## config.mk

```make
export PLATFORM = sky130hd
export DESIGN_NAME = sa_output_deskew_flat
export DESIGN_NICKNAME = d
export VERILOG_FILES = /design/src/rtl/sa_pkg.sv /design/src/rtl/sa_output_deskew_if.sv /design/src/rtl/sa_delay_line.sv /design/src/rtl/sa_output_deskew.sv /design/src/flat_wrapper.sv
export SDC_FILE = /design/constraint.sdc
export NUM_CORES = 1
export LEC_CHECK = 0
export CORE_ASPECT_RATIO = 0.8
export CORE_MARGIN = 5
export CORE_UTILIZATION = 40
export CTS_BUF_LIST = sky130_fd_sc_hd__clkbuf_16
export DETAILED_ROUTE_END_ITERATION = 8
export PLACE_DENSITY = 0.67
export SLEW_MARGIN = 20
export SYNTH_ARGS = -nofsm -noshare
export SYNTH_HDL_FRONTEND = slang
export SYNTH_SLANG_ARGS = --single-unit
export TNS_END_PERCENT = 20
```

## constraint.sdc

```tcl
create_clock -name clk -period 2 [get_ports clk]
set_input_delay 0.4 -clock clk [delete_from_list [all_inputs] [get_ports clk]]
set_output_delay 0.4 -clock clk [all_outputs]
set_load 0.02 [all_outputs]
```

## src/rtl/sa_pkg.sv

```systemverilog
// Shared types for the systolic-array output stage.
package sa_pkg;

    // Deskew/write controller states.
    typedef enum logic [1:0] {
        StIdle,
        StRun,
        StDrain,
        StDone
    } sa_state_e;

    // Default partial-sum element width and its element type.
    localparam int unsigned PSUM_WIDTH = 32;
    typedef logic [PSUM_WIDTH-1:0] psum_t;

    // Row address width; a single-row memory still gets a 1-bit address.
    function automatic int unsigned addr_width(input int unsigned rows);
        return (rows > 1) ? $clog2(rows) : 1;
    endfunction

endpackage

```

## src/rtl/sa_output_deskew_if.sv

```systemverilog
// Output memory write port: active-low chip/write enable, row address, packed row data.
interface sa_output_deskew_if
    import sa_pkg::*;
#(
    parameter int unsigned ADD_DATAWIDTH = 32,
    parameter int unsigned NUM_COLS      = 4,
    parameter int unsigned MEM_ROWS      = 8
);

    localparam int unsigned ADDR_WIDTH = addr_width(MEM_ROWS);

    logic                              o_cenb;
    logic                              o_wenb;
    logic [ADDR_WIDTH-1:0]             o_addr;
    logic [ADD_DATAWIDTH*NUM_COLS-1:0] o_data;

    modport master (
        output o_cenb,
        output o_wenb,
        output o_addr,
        output o_data
    );

    modport slave (
        input o_cenb,
        input o_wenb,
        input o_addr,
        input o_data
    );

endinterface

```

## src/rtl/sa_delay_line.sv

```systemverilog
// DEPTH x WIDTH register chain with async reset; DEPTH=0 is a plain wire.
module sa_delay_line #(
    parameter int unsigned DEPTH = 1,
    parameter int unsigned WIDTH = 1
) (
    input  logic             clk,
    input  logic             rst_n,
    input  logic [WIDTH-1:0] din,
    output logic [WIDTH-1:0] dout
);

    if (DEPTH == 0) begin : g_wire
        // Clock and reset are not needed for a zero-stage line.
        logic unused_clk_rst;
        assign unused_clk_rst = clk ^ rst_n;
        assign dout = din;
    end else begin : g_regs
        logic [WIDTH-1:0] stage_q [DEPTH];

        // Shift din through DEPTH stages; reset clears every stage.
        always_ff @(posedge clk or negedge rst_n) begin
            if (!rst_n) begin
                for (int i = 0; i < int'(DEPTH); i++) begin
                    stage_q[i] <= '0;
                end
            end else begin
                stage_q[0] <= din;
                for (int i = 1; i < int'(DEPTH); i++) begin
                    stage_q[i] <= stage_q[i-1];
                end
            end
        end

        assign dout = stage_q[DEPTH-1];
    end

endmodule

```

## src/rtl/sa_output_deskew.sv

```systemverilog
// Re-aligns column-skewed array outputs and writes each row as one packed memory word.
module sa_output_deskew
    import sa_pkg::*;
#(
    parameter int unsigned ADD_DATAWIDTH = 32,
    parameter int unsigned NUM_COLS      = 4,
    parameter int unsigned MEM_ROWS      = 8
) (
    input  logic                     clk,
    input  logic                     rst_n,
    input  logic                     i_start,
    input  logic                     i_valid,
    input  logic [ADD_DATAWIDTH-1:0] i_psum [NUM_COLS],
    sa_output_deskew_if.master       mem,
    output logic                     o_busy,
    output logic                     o_done,
    output logic                     o_overflow
);

    localparam int unsigned ADDR_WIDTH = addr_width(MEM_ROWS);
    localparam int unsigned CNT_WIDTH  = $clog2(MEM_ROWS + 1);
    localparam int unsigned ROW_WIDTH  = ADD_DATAWIDTH * NUM_COLS;

    localparam logic [CNT_WIDTH-1:0] LAST_ACCEPT = CNT_WIDTH'(MEM_ROWS - 1);
    localparam logic [CNT_WIDTH-1:0] ALL_ROWS    = CNT_WIDTH'(MEM_ROWS);

    sa_state_e state_q, state_d;

    logic [CNT_WIDTH-1:0]     acc_cnt_q;
    logic [CNT_WIDTH-1:0]     wr_cnt_q;
    logic                     overflow_q;
    logic                     wr_en_q;
    logic [ADDR_WIDTH-1:0]    addr_q;
    logic [ROW_WIDTH-1:0]     data_q;

    logic                     accept;
    logic                     drop;
    logic                     start_job;
    logic                     token_aligned;
    logic [ADD_DATAWIDTH-1:0] aligned [NUM_COLS];
    logic [ROW_WIDTH-1:0]     row_packed;

    // Only RUN admits tokens; IDLE and DONE silently ignore i_valid.
    assign accept    = (state_q == StRun) && i_valid;
    assign drop      = (state_q == StDrain) && i_valid;
    assign start_job = (state_q == StIdle) && i_start;

    // Column j arrives j cycles late, so it is delayed NUM_COLS-1-j to line up with the last one.
    for (genvar j = 0; j < int'(NUM_COLS); j++) begin : g_col
        sa_delay_line #(
            .DEPTH (NUM_COLS - 1 - j),
            .WIDTH (ADD_DATAWIDTH)
        ) u_col_delay (
            .clk   (clk),
            .rst_n (rst_n),
            .din   (i_psum[j]),
            .dout  (aligned[j])
        );
    end

    sa_delay_line #(
        .DEPTH (NUM_COLS - 1),
        .WIDTH (1)
    ) u_token_delay (
        .clk   (clk),
        .rst_n (rst_n),
        .din   (accept),
        .dout  (token_aligned)
    );

    // Pack the aligned row with column 0 in the most significant slice.
    always_comb begin
        row_packed = '0;
        for (int j = 0; j < int'(NUM_COLS); j++) begin
            row_packed[(int'(NUM_COLS) - 1 - j) * int'(ADD_DATAWIDTH) +: ADD_DATAWIDTH] =
                aligned[j];
        end
    end

    // State register.
    always_ff @(posedge clk or negedge rst_n) begin
        if (!rst_n) begin
            state_q <= StIdle;
        end else begin
            state_q <= state_d;
        end
    end

    // Next-state: DRAIN ends once every accepted row has been issued to memory.
    always_comb begin
        state_d = state_q;
        unique case (state_q)
            StIdle:  if (i_start) state_d = StRun;
            StRun:   if (accept && (acc_cnt_q == LAST_ACCEPT)) state_d = StDrain;
            StDrain: if (wr_cnt_q == ALL_ROWS) state_d = StDone;
            StDone:  state_d = StIdle;
            default: state_d = StIdle;
        endcase
    end

    // Status outputs decoded from the state.
    always_comb begin
        o_busy = (state_q == StRun) || (state_q == StDrain);
        o_done = (state_q == StDone);
    end

    // Job counters and sticky overflow; a taken start clears all three.
    always_ff @(posedge clk or negedge rst_n) begin
        if (!rst_n) begin
            acc_cnt_q  <= '0;
            wr_cnt_q   <= '0;
            overflow_q <= 1'b0;
        end else if (start_job) begin
            acc_cnt_q  <= '0;
            wr_cnt_q   <= '0;
            overflow_q <= 1'b0;
        end else begin
            if (accept) begin
                acc_cnt_q <= acc_cnt_q + 1'b1;
            end
            if (token_aligned && (wr_cnt_q != ALL_ROWS)) begin
                wr_cnt_q <= wr_cnt_q + 1'b1;
            end
            if (drop) begin
                overflow_q <= 1'b1;
            end
        end
    end

    // Register the aligned row; address and data hold between writes.
    always_ff @(posedge clk or negedge rst_n) begin
        if (!rst_n) begin
            wr_en_q <= 1'b0;
            addr_q  <= '0;
            data_q  <= '0;
        end else begin
            wr_en_q <= token_aligned;
            if (token_aligned) begin
                addr_q <= wr_cnt_q[ADDR_WIDTH-1:0];
                data_q <= row_packed;
            end
        end
    end

    assign mem.o_cenb = ~wr_en_q;
    assign mem.o_wenb = ~wr_en_q;
    assign mem.o_addr = addr_q;
    assign mem.o_data = data_q;
    assign o_overflow = overflow_q;

endmodule
```

## src/flat_wrapper.sv

```systemverilog
// flat-port wrapper written by rule: the top's interface ports become plain ports
module sa_output_deskew_flat import sa_pkg::*;
#(
    parameter int unsigned ADD_DATAWIDTH = 32,
    parameter int unsigned NUM_COLS      = 4,
    parameter int unsigned MEM_ROWS      = 8
)
  (clk, rst_n, i_start, i_valid, i_psum, o_busy, o_done, o_overflow, mem_o_cenb, mem_o_wenb, mem_o_addr, mem_o_data);
  sa_output_deskew_if #(.ADD_DATAWIDTH(ADD_DATAWIDTH), .NUM_COLS(NUM_COLS), .MEM_ROWS(MEM_ROWS)) mem_i ();
  input  logic clk;
  input  logic rst_n;
  input  logic i_start;
  input  logic i_valid;
  input  logic [ADD_DATAWIDTH-1:0] i_psum[NUM_COLS];
  output logic o_busy;
  output logic o_done;
  output logic o_overflow;
  output wire logic [$bits(mem_i.o_cenb)-1:0] mem_o_cenb;
  output wire logic [$bits(mem_i.o_wenb)-1:0] mem_o_wenb;
  output wire logic [$bits(mem_i.o_addr)-1:0] mem_o_addr;
  output wire logic [$bits(mem_i.o_data)-1:0] mem_o_data;
  assign mem_o_cenb = mem_i.o_cenb;
  assign mem_o_wenb = mem_i.o_wenb;
  assign mem_o_addr = mem_i.o_addr;
  assign mem_o_data = mem_i.o_data;
  sa_output_deskew #(.ADD_DATAWIDTH(ADD_DATAWIDTH), .NUM_COLS(NUM_COLS), .MEM_ROWS(MEM_ROWS)) u_core (.clk(clk), .rst_n(rst_n), .i_start(i_start), .i_valid(i_valid), .i_psum(i_psum), .mem(mem_i), .o_busy(o_busy), .o_done(o_done), .o_overflow(o_overflow));
endmodule
```

==> results.yml, run 1 <==
run_status:
  run_status: "finished clean"
grt:
  grt_start_max_net_pins: 76
  grt.total_usage_pct: 13.7
  grt_overflow: 0
  grt_pass1_vias: 5831
  grt_first_pass_wirelength_um: 32400
  antenna_found_initial: 5
min_path:
  hp-class: "flip-flop to flip-flop"
timing:
  setup-tns-final_ns: 0
  maxSlewHeadroom_pct: 67.7
  hold_viol_final: 0
  setup_violations: 0
  max_freq_mhz: 518
  slew_violations: 0
  tightest_slew_ns: 0.484
  skew_ns: 0.00696
  period_needed_ns: 1.93
  period_share_pct: 96.4
  rsz0062_at_grt: "no"
route:
  firstDrtPassIters: 4
  vias: 5361
  avgRoutedWirePerCell_um: 17.0
  route.detailed.drc: 0
  routed_wl_um: 20700
  drt-initial-drc-count: 172
  ant_nets: 0
  viasPerCell: 4.40
logic_synthesis:
  synthAdderAreaFrac_pct: 0.941
  synth_edf_count: 0
  ys_ff_latch: 338
  synth_mux_area_share_pct: 16.3
  syn_avg_cell_area_um2: 19.8
  synth_nets: 676
  synth_top_family_by_area: "multiplexers"
  synth-compound-area-share_pct: 0.271
  synth-simple-area-share_pct: 1.05
  ys_seq_area_share_pct: 79.5
  yosysWarnings: 0
  postSynthCellCount: 536
  ys.flop_type: "dfrtp_1"
  synth.cell_area_um2: 10600
  synthArstFlopShare_pct: 100
  synth-xor-area-share_pct: 0.412
  synth.distinct_cells: 25
setup_path:
  crit_slowest_cell: "dfrtp_1"
  cpPeakStageDelay_ns: 0.40
  cp-end-kind: "output pin"
  crit_chain: "inv_1, ha_1, clkdlybuf4s15_2"
  critPathArrivalTime_ns: 1.53
  path_max_fanout: 4
  critPathLaunchType: "flip-flop"
  required_ns: 1.60
  crit_type: "flip-flop to output pin"
layout:
  syn2layout_area_growth_pct: 40.4
  final_net_count: 977
  num-fill-cells: 2076
  fin_cells: 1218
  final_layout_size_suffix_gt1_share_pct: 23.1
  fin_area_um2: 14900
  n_antenna_cell: 0
  final-seq-area_um2: 8460
  multiInputGateArea_um2: 2020
placed_design:
  numPortBuffers: 267
  postPlaceCellArea_um2: 13800
  hpwlAfterDp_um: 14100
  dp_cells: 1157
  gp_congestion: 0.700
floorplanning:
  initial_utilization_pct: 40.5
  coreArea_um2: 26300
  die_w_um: 192
  core.rowCount: 53
  die-area_um2: 30000
  num_io_pins: 268
  fp.dieH_um: 156
clocking:
  htree_levels: 2
  cts_tree: "built"
  insertion_delay_ns: 0.48
  cts_buffer_depth: 3
  cts-root-buf: "clkbuf_16"
  cts_post_setup_buffers_inserted: 0
  path_clk_slew_ns: 0.06
  cts_made_buffers: 34
  cts_sinks: 338
pwr:
  ir_drop_v: 0.000779
  powerDensity_nw_per_um2: 1580
  p_leak_nw: 6.54
job:
  drv_cap: 0
==> final cells by class <==
cell class	instances	area share (%)
sequential	338	56.7
timing repair buffer	283	19.3
multi-input combinational	175	13.5
tap	357	2.99
inverter	5	0.126
clock inverter	25	1.48
clock buffer	35	5.87
==> cells in the mapped netlist, drive strengths merged, types with 3 or more instances <==
library cell	number	area [µm²]
a21oi	3	15.0
buf	16	133
dfrtp	338	8460
ha	8	100
inv	5	18.8
mux2	132	1710
nand2	5	18.8
nor2	9	33.8
xor2	3	26.3
==> what timing repair did <==
action / in CTS / in global routing
gates resized for setup: 4 / 0
hold buffers: 1 / 0
setup endpoints to repair: 2 / 0
endpoints found under the hold margin: 31 / 0
==> worst max-delay path: cells and delay by family (launching register included) <==
family	cells	cell delay [ns]
DFF	1	0.40
buffers and inverters	2	0.35
adders and majority gates	1	0.29
==> per-stage QoR <==
step	util, %	hold WS [ns]	total power (W)	worst slack [ns]
4_1_cts	56.8	0.320	0.0240	0.0307
2_1_floorplan	-	0.104	0.0137	0.653
6_report	56.8	0.341	0.0236	0.0712
3_5_place_dp	52.6	0.314	0.0177	0.219
3_3_place_gp	52.6	0.317	0.0175	0.255
5_1_grt	56.8	0.317	0.0248	0.000908
==> cell usage in the layout (no fill, tap or decap), types with 2 or more instances in the layout <==
| cell | n |
|---|---|
| nor2_1 | 9 |
| mux2_4 | 60 |
| nand4_1 | 2 |
| nand2_1 | 5 |
| and2_1 | 2 |
| ha_1 | 8 |
| xor2_1 | 3 |
| buf_12 | 7 |
| mux2i_1 | 2 |
| clkinv_1 | 4 |
| clkdlybuf4s50_1 | 264 |
| clkinv_2 | 7 |
| dfrtp_1 | 337 |
| buf_4 | 8 |
| bufinv_16 | 4 |
| xnor2_1 | 2 |
| clkbuf_16 | 35 |
| a21oi_1 | 3 |
| inv_1 | 12 |
| nand2b_1 | 2 |
| mux2_2 | 71 |
| clkinvlp_4 | 2 |
==> layer usage <==
layer | vias to the layer above | global-route usage (%) | part of all wire [%]
met1 | 2719 | 18.7 | 43
met5 | - | 0 | 0.32
met2 | 197 | 19.9 | 43
met4 | 10 | 4.14 | 2.8
met3 | 51 | 6.38 | 11
li1 | 2384 | - | -
==> sequential cells by signal, summed over array words and instances, names as in the netlist <==
| name | cells |
|---|---|
| u_core.acc_cnt_q | 4 |
| u_core.g_col.u_col_delay.dout | 96 |
| u_core.g_col.u_col_delay.g_regs.stage_q | 96 |
| u_core.mem.o_addr | 3 |
| u_core.mem.o_data | 128 |
| u_core.o_overflow | 1 |
| u_core.state_q | 2 |
| u_core.u_token_delay.dout | 1 |
| u_core.u_token_delay.g_regs.stage_q | 2 |
| u_core.wr_cnt_q | 4 |
| u_core.wr_en_q | 1 |
==> worst paths after layout <==
path                                                                      from                              endpoint  slack, ns  cells after the start
worst min-delay path            u_core.g_col[1].u_col_delay.g_regs.stage_q[43]  u_core.g_col[1].u_col_delay.dout[11]       0.34                      0
worst max register to register                              u_core.wr_cnt_q[0]                     u_core.state_q[1]       0.53                      6
max in group asynchronous                                                rst_n                 u_core.mem.o_data[79]       0.88                      4
worst min register to register  u_core.g_col[1].u_col_delay.g_regs.stage_q[43]  u_core.g_col[1].u_col_delay.dout[11]       0.34                      0
min in group asynchronous                                                rst_n  u_core.g_col[0].u_col_delay.dout[13]       0.39                      2
worst max-delay path                                         u_core.state_q[1]                                o_busy       0.07                      3
==> cells by family after synthesis <==
group / after synthesis
muxes: 134
xor gates and xnor gates: 5
DFF: 338
buffers and inverters: 23
and+or+nand+nor: 23
AOI/OAI and AO/OA: 5
adders and majority gates: 8
==> where the power goes <==
part           switching [W]  total (W)  internal [W]
Combinational        0.00361    0.00805       0.00444
Clock                0.00245    0.00614       0.00369
Sequential          0.000874    0.00938       0.00851
Total                0.00694     0.0236        0.0166
No activity file was read; power rests on OpenSTA's default activity.
==> run 2: changes to the inputs <==
CORE_ASPECT_RATIO = default   (was 0.8)
CTS_CLUSTER_SIZE = 20   (was default)
PLACE_DENSITY = 0.66   (was 0.67)
SYNTH_HIERARCHICAL = 1   (was default)
==> results.yml, run 2 <==
floorplanning:
  core.rowCount: 61
  num_io_pins: 268
  die_w_um: 178
  initial_utilization_pct: 40.6
  coreArea_um2: 27900
  die-area_um2: 31900
  fp.dieH_um: 178
route:
  viasPerCell: 4.28
  route.detailed.drc: 0
  routed_wl_um: 20500
  ant_nets: 0
  vias: 5318
  avgRoutedWirePerCell_um: 16.5
  drt-initial-drc-count: 175
  firstDrtPassIters: 4
layout:
  num-fill-cells: 2273
  final_net_count: 981
  final_layout_size_suffix_gt1_share_pct: 22.7
  n_antenna_cell: 0
  final-seq-area_um2: 8460
  utilization_pct: 53.9
  layout_commonest_cell: "dfrtp_1"
  mostFrequentLayoutCells: "337 x dfrtp_1, 261 x clkdlybuf4s50_1, 71 x mux2_2, 60 x mux2_4, 37 x clkbuf_16"
  largest_reg_flops: 128
  multiInputGateArea_um2: 2020
  syn2layout_area_growth_pct: 32.6
logic_synthesis:
  synth_most_common_cell: "dfrtp_1"
  synthArstFlopShare_pct: 100
  synth_nets: 772
  synth_area_leader_cell: "dfrtp_1"
  ys.flop_type: "dfrtp_1"
  synth_edf_count: 0
  post-synth-top-area-fraction_pct: 74.5
  synth_area_leaders: "dfrtp_1 74%, mux2_4 7.9%, mux2_2 7.0%"
  synth.cell_area_um2: 11400
  ys_seq_area_share_pct: 74.5
  syn_avg_cell_area_um2: 18.0
  ys_ff_latch: 338
  postSynthCellCount: 632
  synth_common_cells: "338 x dfrtp_1, 97 x buf_4, 71 x mux2_2"
  synth.distinct_cells: 25
  yosysWarnings: 6
timing:
  slew_violations: 0
  maxSlewHeadroom_pct: 73.8
  max_freq_mhz: 518
  rsz0062_at_grt: "no"
  setup_violations: 0
  period_needed_ns: 1.93
  hold_viol_final: 0
  period_share_pct: 96.5
  tightest_slew_ns: 0.393
  setup-tns-final_ns: 0
  skew_ns: 0.0111
min_path:
  min_from: "i_psum[43]"
  hp-class: "input pin to flip-flop"
  holdPathEnd: "u_core/g_col[2].u_col_delay/dout[11]"
  hold_depth: 1
setup_path:
  crit_type: "flip-flop to output pin"
  critPathLaunchType: "flip-flop"
  crit_chain: "inv_1, clkdlybuf4s50_1"
  regToRegSetupSlack_ns: 0.51
  rr_worst_depth: 6
  crit_slowest_cell: "clkdlybuf4s50_1"
  cpPeakStageDelay_ns: 0.61
  reg2reg_to: "u_core/state_q[1]"
  critPathArrivalTime_ns: 1.53
  cp-end-kind: "output pin"
  reg2reg_from: "u_core/wr_cnt_q[0]"
  path_max_fanout: 2
  required_ns: 1.60
clocking:
  htree_levels: 2
  cts_sinks: 338
  cts-root-buf: "clkbuf_16"
  path_clk_slew_ns: 0.06
  insertion_delay_ns: 0.50
  cts_buffer_depth: 3
  cts_tree: "built"
  cts_made_buffers: 36
pwr:
  intPower_w: 0.0169
  combPwrFrac_pct: 34.0
  p_clk_share_pct: 26.5
  swShare_pct: 29.2
  power_w: 0.0238
  p_switching_w: 0.00696
  p_leak_nw: 6.63
  ir_drop_v: 0.000930
  powerDensity_nw_per_um2: 1580
  seqPwrFrac_pct: 39.5
grt:
  antenna_found_initial: 0
  grt.total_usage_pct: 13.0
  grt_start_max_net_pins: 60
  grt_overflow: 0
  grt_first_pass_wirelength_um: 32500
  grt_pass1_vias: 5899
placed_design:
  gp_congestion: 0.709
  hpwlAfterDp_um: 14300
  numPortBuffers: 267
job:
  drv_cap: 0
run_status:
  run_status: "finished clean"
## run 2: cells by family (layout without fill, tap and decap cells)
group,count (synthesis),in the layout,share of synthesized area (%)
AO/OA/AOI/OAI,5,5,0.253
XOR/XNOR,5,5,0.386
adder cells (fa/ha/maj),8,8,0.882
buffers and inverters,119,351,7.76
flip-flops,338,338,74.5
multiplexers,134,134,15.3
AND/OR/NAND/NOR,23,23,0.981
## run 2: power groups by stage
stage | registers (W) | clock network (W) | logic [W]
after floorplan | 0.0111 | 0 | 0.00276
after global placement | 0.00947 | 0 | 0.00818
after detailed placement | 0.00951 | 0 | 0.00828
after CTS | 0.00944 | 0.00655 | 0.00828
after global routing | 0.00964 | 0.00687 | 0.00856
final | 0.00941 | 0.00631 | 0.00810
## run 2: area by class of cell
class | count | share of cell area (%)
clock inverter | 24 | 1.37
multi-input combinational | 175 | 13.4
sequential | 338 | 56.2
timing repair buffer | 285 | 19.6
inverter | 5 | 0.125
tap | 378 | 3.14
clock buffer | 37 | 6.15
## run 2: worst max-delay path by stage
stage                         start           endpoint  slack (ns)
6_report             u_core/wr_en_q         mem_o_cenb        0.07
5_1_grt              u_core/wr_en_q         mem_o_cenb       0.002
4_1_cts        u_core/mem.o_addr[0]      mem_o_addr[0]       0.005
3_5_place_dp      u_core/state_q[1]             o_busy        0.23
3_3_place_gp      u_core/state_q[0]             o_busy        0.26
2_1_floorplan    u_core/wr_cnt_q[0]  u_core/state_q[1]        0.65
## run 2: worst max-delay path, delay by kind of cell, from the launching register on
kind / cells / cell delay [ns]
DFF: 1 / 0.36
buffers and inverters: 2 / 0.68
## run 2: per-layer routing
layer / vias up / track usage (%) / wire (µm)
li1: 2404 / - / -
met1: 2716 / 16.3 / 8160
met2: 166 / 21.7 / 10400
met3: 32 / 4.15 / 1480
met4: 0 / 3.84 / 399
met5: - / 0 / 0
## run 2: what timing repair did
item / 4_1_cts / 5_1_grt
resized for setup: 4 / 4
buffers inserted: 0 / 0
setup endpoints to repair: 2 / 5
hold endpoints to repair: 36 / 0
pin swaps: 0 / 0
hold buffers: 1 / 0
## run 2: through the flow
step                instance area (µm²)  cells  hold slack, ns  setup WS (ns)
floorplan                         11400    632           0.104          0.653
CTS                               15100   1242           0.304        0.00494
global route                      15100   1242           0.306        0.00243
finish                            15100   1242           0.334         0.0708
global placement                  13900   1180           0.330          0.258
detailed placement                13900   1180           0.333          0.230
